## config.mk

```make
export PLATFORM = sky130hd
export DESIGN_NAME = pwm_capture_mc
export DESIGN_NICKNAME = d
export VERILOG_FILES = /design/src/rtl/pwm_capture_pkg.sv /design/src/rtl/pwm_capture_chan.sv /design/src/rtl/pwm_capture_mc.sv
export SDC_FILE = /design/constraint.sdc
export NUM_CORES = 1
export LEC_CHECK = 0
export CORE_ASPECT_RATIO = 1.75
export CORE_MARGIN = 8
export CORE_UTILIZATION = 40
export DETAILED_ROUTE_END_ITERATION = 6
export GPL_ROUTABILITY_DRIVEN = 0
export HOLD_SLACK_MARGIN = 0.12
export PLACE_DENSITY = 0.68
export SETUP_SLACK_MARGIN = 0.2
export SYNTH_ARGS = -nofsm -noshare
export SYNTH_HDL_FRONTEND = slang
export SYNTH_SLANG_ARGS = --single-unit
```

## constraint.sdc

```tcl
create_clock -name clk -period 2.4 [get_ports clk]
set_clock_uncertainty 0.05 [all_clocks]
set_input_delay 0.72 -clock clk [delete_from_list [all_inputs] [get_ports clk]]
set_output_delay 0.72 -clock clk [all_outputs]
set_load 0.02 [all_outputs]
```

## src/rtl/pwm_capture_pkg.sv

```systemverilog
// Shared types and helpers for the multi-channel PWM capture block.
// Per-channel FSM states and the bus-packing offset helper live here.
package pwm_capture_pkg;

  typedef enum logic [1:0] {
    WAIT_RISE = 2'd0,
    HIGH      = 2'd1,
    LOW       = 2'd2
  } chan_state_e;

  // LSB of channel ch inside a bus packed as CHANNELS slices of width bits.
  function automatic int chan_lsb(input int ch, input int width);
    return ch * width;
  endfunction

endpackage

```

## src/rtl/pwm_capture_chan.sv

```systemverilog
// One PWM measurement channel: synchroniser, edge detect, counters, FSM, range compare.
// Range compare is built only when PWM_CAPTURE_RANGE_CHECK_EN is defined.
module pwm_capture_chan
  import pwm_capture_pkg::*;
#(
  parameter int CNT_W   = 16,
  parameter int TIMEOUT = 50000
) (
  input  logic             clk,
  input  logic             rst,
  input  logic             en_i,
  input  logic             pwm_i,
  input  logic [CNT_W-1:0] lim_lo_i,
  input  logic [CNT_W-1:0] lim_hi_i,
  output logic [CNT_W-1:0] high_time_o,
  output logic [CNT_W-1:0] period_o,
  output logic             valid_o,
  output logic             stuck_o,
  output logic             stuck_level_o,
  output logic             range_err_o
);

  localparam logic [CNT_W-1:0] CNT_MAX   = '1;
  localparam logic [CNT_W-1:0] CNT_ONE   = CNT_W'(1);
  localparam logic [CNT_W-1:0] TIMEOUT_C = CNT_W'(TIMEOUT);

  logic             sync1_q, sync2_q, prev_q;
  logic [CNT_W-1:0] cnt_q, cnt_d;
  logic [CNT_W-1:0] idle_q, idle_d;
  logic [CNT_W-1:0] hi_q;
  chan_state_e      state_q;
  logic [CNT_W-1:0] high_time_q, period_q;
  logic             valid_q, stuck_q, stuck_level_q, range_err_q;

  logic rise, fall, timeout, range_bad;

  // cnt measures from the last rise (period/high time); idle from any edge (stuck timeout).
  always_comb begin
    rise    = sync2_q & ~prev_q;
    fall    = ~sync2_q & prev_q;
    cnt_d   = rise ? CNT_ONE : ((cnt_q == CNT_MAX) ? cnt_q : cnt_q + CNT_ONE);
    idle_d  = (rise || fall) ? CNT_ONE : ((idle_q == CNT_MAX) ? idle_q : idle_q + CNT_ONE);
    timeout = !stuck_q && (idle_q >= TIMEOUT_C);
  end

`ifdef PWM_CAPTURE_RANGE_CHECK_EN
  assign range_bad = (hi_q < lim_lo_i) || (hi_q > lim_hi_i);
`else
  logic unused_lim;
  assign range_bad  = 1'b0;
  assign unused_lim = ^{lim_lo_i, lim_hi_i};
`endif

  always_ff @(posedge clk) begin
    if (rst) begin
      sync1_q       <= 1'b0;
      sync2_q       <= 1'b0;
      prev_q        <= 1'b0;
      cnt_q         <= '0;
      idle_q        <= '0;
      hi_q          <= '0;
      state_q       <= WAIT_RISE;
      high_time_q   <= '0;
      period_q      <= '0;
      valid_q       <= 1'b0;
      stuck_q       <= 1'b0;
      stuck_level_q <= 1'b0;
      range_err_q   <= 1'b0;
    end else begin
      sync1_q <= pwm_i;
      sync2_q <= sync1_q;
      prev_q  <= sync2_q;
      cnt_q   <= cnt_d;
      idle_q  <= idle_d;
      valid_q <= 1'b0;
      if (!en_i) begin
        state_q       <= WAIT_RISE;
        stuck_q       <= 1'b0;
        stuck_level_q <= 1'b0;
        range_err_q   <= 1'b0;
      end else if (rise || fall) begin
        // A stuck channel is always in WAIT_RISE, so the clearing edge at most arms it.
        stuck_q       <= 1'b0;
        stuck_level_q <= 1'b0;
        case (state_q)
          WAIT_RISE: if (rise) state_q <= HIGH;
          HIGH: begin
            if (fall) begin
              hi_q    <= cnt_q;
              state_q <= LOW;
            end
          end
          LOW: begin
            if (rise) begin
              high_time_q <= hi_q;
              period_q    <= cnt_q;
              valid_q     <= 1'b1;
              range_err_q <= range_bad;
              state_q     <= HIGH;
            end
          end
          default: state_q <= WAIT_RISE;
        endcase
      end else if (timeout) begin
        stuck_q       <= 1'b1;
        stuck_level_q <= sync2_q;
        state_q       <= WAIT_RISE;
      end
    end
  end

  assign high_time_o   = high_time_q;
  assign period_o      = period_q;
  assign valid_o       = valid_q;
  assign stuck_o       = stuck_q;
  assign stuck_level_o = stuck_level_q;
  assign range_err_o   = range_err_q;

endmodule

```

## src/rtl/pwm_capture_mc.sv

```systemverilog
// Multi-channel PWM capture: CHANNELS independent pwm_capture_chan instances, buses packed per channel.
// Optional high-time range check enabled by defining PWM_CAPTURE_RANGE_CHECK_EN.
module pwm_capture_mc
  import pwm_capture_pkg::*;
#(
  parameter int CHANNELS = 4,
  parameter int CNT_W    = 16,
  parameter int TIMEOUT  = 50000
) (
  input  logic                      clk,
  input  logic                      rst,
  input  logic [CHANNELS-1:0]       en,
  input  logic [CHANNELS-1:0]       pwm_in,
  output logic [CHANNELS*CNT_W-1:0] high_time,
  output logic [CHANNELS*CNT_W-1:0] period,
  output logic [CHANNELS-1:0]       valid,
  output logic [CHANNELS-1:0]       stuck,
  output logic [CHANNELS-1:0]       stuck_level,
  input  logic [CNT_W-1:0]          lim_lo,
  input  logic [CNT_W-1:0]          lim_hi,
  output logic [CHANNELS-1:0]       range_err
);

  genvar gi;
  generate
    for (gi = 0; gi < CHANNELS; gi++) begin : g_chan
      localparam int LSB = chan_lsb(gi, CNT_W);
      pwm_capture_chan #(
        .CNT_W  (CNT_W),
        .TIMEOUT(TIMEOUT)
      ) u_chan (
        .clk          (clk),
        .rst          (rst),
        .en_i         (en[gi]),
        .pwm_i        (pwm_in[gi]),
        .lim_lo_i     (lim_lo),
        .lim_hi_i     (lim_hi),
        .high_time_o  (high_time[LSB +: CNT_W]),
        .period_o     (period[LSB +: CNT_W]),
        .valid_o      (valid[gi]),
        .stuck_o      (stuck[gi]),
        .stuck_level_o(stuck_level[gi]),
        .range_err_o  (range_err[gi])
      );
    end
  endgenerate

endmodule

```

# Word level (Yosys, flattened, before mapping)

Index checks and enable logic that the tools add are counted.

Register bits: 352
Bits of input ports: 42

$add $sub $neg: 8
Order comparisons: 4
Eq/ne operators: 32
Muxes and demuxes: 40
Bitwise logic cells: 28
Reductions and logical operators: 56

Operators by type and width:

| operator              | number |
|---|---|
| $add 16x1->16 const B | 8 |
| $eq 16x16->1 const B  | 8 |
| $ge 16x16->1 const B  | 4 |
| $mux 2                | 16 |
| $reduce_and 4->1      | 8 |
| $reduce_or 2->1       | 16 |
| $ne 3x2->1 const B    | 8 |
| $mux 1                | 20 |
| $not 1->1             | 20 |
| $pmux 2 s2            | 4 |
| $reduce_or 4->1       | 4 |
| $reduce_and 3->1      | 4 |
| $reduce_or 3->1       | 4 |
| $and 1x1->1           | 8 |
| $eq 2x1->1 const B    | 4 |
| $eq 2x2->1 const B    | 4 |
| $logic_not 2->1       | 4 |
| $ne 2x1->1 const B    | 4 |
| $ne 2x2->1 const B    | 4 |
| $reduce_bool 2->1     | 4 |
| $logic_and 1x1->1     | 4 |
| $logic_not 1->1       | 4 |
| $logic_or 1x1->1      | 4 |

# Logic depth before layout (Yosys ltp)

Word-level depth: 5
Mapped depth: 9
Depth with buffers taken out: 7

# Hierarchy

A second synthesis with hierarchy kept.

Cell total of the unflattened synthesis: 1762
Area, all modules: 14844.2 um^2

Modules (own cells, without submodules):

| module                                  | instances | cells an instance | area each (um^2) |
|---|---|---|---|
| pwm_capture_chan (g_chan[1].u_chan ...) | 2         | 436               | 3716.1 |
| pwm_capture_chan (g_chan[0].u_chan)     | 1         | 451               | 3707.3 |
| pwm_capture_chan (g_chan[3].u_chan)     | 1         | 439               | 3704.8 |

# Worst setup path after synthesis

OpenSTA, ideal clock, no wires.

Path kind: input-to-reg
Start: input rst
End: register g_chan[0].u_chan.hi_q[12]
Setup time: 128 ps
Data arrival time: 1813 ps
Slack: 409 ps
Stages: 5
Buffers on the path: 4
Path through: clkbuf_1 > clkbuf_1 > clkbuf_1 > clkbuf_1 > nor2_1

RTL lines:

| element              | line                   | text |
|---|---|---|
| from (decl)          | pwm_capture_mc.sv:11   | `input logic rst,` |
| to (signal assigned) | pwm_capture_chan.sv:89 | `hi_q <= cnt_q;` |
| to (decl)            | pwm_capture_chan.sv:30 | `logic [CNT_W-1:0] hi_q;` |

No word-level cell between the ends.

# Worst setup path in the final report

Start: register g_chan[1].u_chan.period_q[5]
End: output period[21]

RTL lines:

| element                | line                   | text |
|---|---|---|
| from (decl)            | pwm_capture_chan.sv:32 | `logic [CNT_W-1:0] high_time_q, period_q;` |
| from (signal assigned) | pwm_capture_chan.sv:96 | `period_q <= cnt_q;` |
| to (decl)              | pwm_capture_mc.sv:15   | `output logic [CHANNELS*CNT_W-1:0] period,` |

No word-level cell between the ends.

==> flow_summary.toml <==
[drt]
drt_iter0_markers = 498
wl_met1_mm = 13.35
wire_per_inst_um = 15.00
num_vias = 12010
antenna_left = 0
vias_per_cell = 5.133
top_layer_used = "met4"
routed_wl_mm = 35.09
wl_met3_mm = 1.723
routed-wl-met2_mm = 19.02
route.detailed.drc = 0
firstDrtPassIters = 5

[timing]
worstMarginPinSlew_ns = 0.6998
fmax_ghz = 0.4816
max_slew_margin = 0.5307
final-max-slew-violation-count = 0
setup_viol = 0
rsz0062_at_grt = "false"
final_hold_viol_count = 0
fin_tns_setup_ns = 0
fin_crit_sh = 0.8652
period_minus_slack_ns = 2.076

[clock_tree]
cts_buffer_depth = 3
numCtsBuffers = 34
cts.htree.levels = 2
clk_transition_reported_paths_ns = 0.07
clockRootBuffer = "clkbuf_16"
cts_setup_buffers = 0
clkLatencyLatePin_ns = 0.53
cts_tree = "done"
cts.sinks = 352
hold_buffers = 0

[critical_path]
crit_arrival_ns = 1.31
critPathSlowestCell = "dfxtp_1"
startpoint_type = "flop"
cp_cell_sequence = "dlygate4sd2_1"
cpPeakStageDelay_ns = 0.41
crit_family = "flip-flops"
critPathBufInv = 1
crit_required_ns = 1.63
critPathKind = "flop to output port"
cp_max_fo = 2
end_kind = "output port"

[placement]
numPortBuffers = 149
dpl.hpwl_mm = 25.34
placed_cell_area_um2 = 16340

[grt]
grt_overflow = 0
track_usage = 0.1615
grt_max_degree = 72
grt_pass1_wl_mm = 57.95
antenna_found_initial = 0
grt_pass1_vias = 11860

[die]
rows = 92
boundaryPins = 186
core_area_um2 = 35680
die_h_um = 266.6
start_util = 0.4022
die-area_um2 = 42440
die_w_um = 159.2

[power_and_ir_drop]
power_density_nw_per_um2 = 676.0
p_total_mw = 11.68
p_leak_nw = 6.489
peakVddDrop_mv = 0.5192

[yosys]
yosys_most_used_dff = "dfxtp_1"
synth_area_um2 = 14350
syn_area_per_cell_um2 = 8.268
syn_inst = 1736
ys_ff_latch = 352
yosysSeqAreaShare = 0.4910
synth_cell_type_count = 62
synthArstFlopShare = 0
synth_edf_count = 0
ys_warn_count = 0

[layout]
antenna_cells = 0
seqCellArea_um2 = 7047
final_util = 0.4844
nFillCells = 3498
nNetsFinal = 1914
final_layout_size_suffix_gt1_frac = 0.05993
areaGrowthSynthToFinish_pct = 20.43
multi_input_area_um2 = 6728
final_cell_area_um2 = 17280

[run_status]
status = "finished, final reports clean"

[flow_run]
cap_violations = 0

[hold_path]
worstHoldPathType = "flop to flop"
==> cell families (layout without fill, tap and decap cells) <==
logic type | Yosys count | in the layout | synth area share
flip-flops | 352 | 352 | 0.4910
other | 1 | 4 | 0.0002613
adder cells (fa/ha/maj) | 24 | 24 | 0.02092
XOR/XNOR | 62 | 62 | 0.03836
multiplexers | 33 | 33 | 0.02301
AND/OR/NAND/NOR | 799 | 799 | 0.2582
buffers and inverters | 142 | 272 | 0.04254
AO/OA/AOI/OAI | 323 | 323 | 0.1257
==> per-stage QoR <==
step / cells / setup WS [ns] / hold WS (ns)
final: 2339 / 0.3236 / 0.3880
after global routing: 2339 / 0.2176 / 0.4113
after CTS: 2339 / 0.2946 / 0.3934
after detailed placement: 2282 / 0.1783 / 0.3790
after global placement: 2282 / 0.1880 / 0.3741
after floorplan: 1739 / 0.4090 / 0.3638
==> metal layers <==
metal	vias up	global-route usage
li1	6133	-
met1	5554	0.1590
met4	0	0.06578
met2	248	0.3193
met3	71	0.03458
met5	-	0
==> where the power goes <==
group	total [mW]	switching, mW	internal (mW)
Clock	5.44	2.29	3.15
Combinational	0.308	0.207	0.101
Sequential	5.93	0.0516	5.88
==> synth_stat cells (8+ instances only) <==
master	n	area [um^2]
nor2b_1	19	118.9
and4_1	12	105.1
inv_1	29	108.9
dfxtp_1	352	7047
a31oi_1	18	112.6
a211oi_1	18	135.1
nand2b_1	12	75.07
and3_1	15	93.84
buf_1	8	30.03
nand4_1	19	118.9
nor2_1	143	536.8
xnor2_1	55	481.7
nor4_1	18	112.6
clkbuf_1	79	296.5
a21oi_1	224	1121
o21ai_0	24	120.1
ha_1	24	300.3
nor3_1	37	185.2
nand2_1	365	1370
buf_4	16	120.1
nand3_1	101	505.5
mux2i_1	33	330.3
or3_1	12	75.07
==> layout make-up <==
class / count / share of cell area
multi-input combinational: 1245 / 0.3892
clock inverter: 15 / 0.009773
sequential: 352 / 0.4077
tap: 470 / 0.03402
timing repair buffer: 185 / 0.09765
clock buffer: 42 / 0.05509
inverter: 30 / 0.006515
==> registers in the layout, summed over array words and instances, names as in the netlist <==
signal	flops
g_chan.u_chan.stuck_level_o	4
g_chan.u_chan.idle_q	64
g_chan.u_chan.sync2_q	4
g_chan.u_chan.sync1_q	4
g_chan.u_chan.hi_q	64
g_chan.u_chan.high_time_o	64
g_chan.u_chan.prev_q	4
g_chan.u_chan.stuck_o	4
g_chan.u_chan.period_o	64
g_chan.u_chan.state_q	8
g_chan.u_chan.valid_o	4
g_chan.u_chan.cnt_q	64
==> what timing repair did <==
item	CTS	global route
cloned	0	0
resized for setup	140	1
endpoints found under the hold margin	0	0
setup endpoints to repair	140	1
==> worst paths after layout <==
check / startpoint / to / slack (ns) / cells after the start
hold reg to reg: g_chan[1].u_chan.sync1_q / g_chan[1].u_chan.sync2_q / 0.39 / 1
hold / removal: g_chan[1].u_chan.sync1_q / g_chan[1].u_chan.sync2_q / 0.39 / 1
setup / recovery: g_chan[1].u_chan.period_o[5] / period[21] / 0.32 / 1
setup reg to reg: g_chan[2].u_chan.idle_q[0] / g_chan[2].u_chan.idle_q[0] / 0.38 / 6
==> layout by cell type, fill, tap and decap left out, types with 19 or more instances in the layout <==
cell	Yosys	routed
nor2_1	143	143
dlygate4sd2_1	0	140
nor3_1	37	37
nor2b_1	19	19
nand4_1	19	19
mux2i_1	33	33
inv_1	29	29
dfxtp_1	352	352
o21ai_0	24	24
a21oi_1	224	224
clkbuf_16	0	35
ha_1	24	24
nand3_1	101	101
nand2_1	365	364
xnor2_1	55	55
buf_4	16	28
No activity file was read; power rests on OpenSTA's default activity.
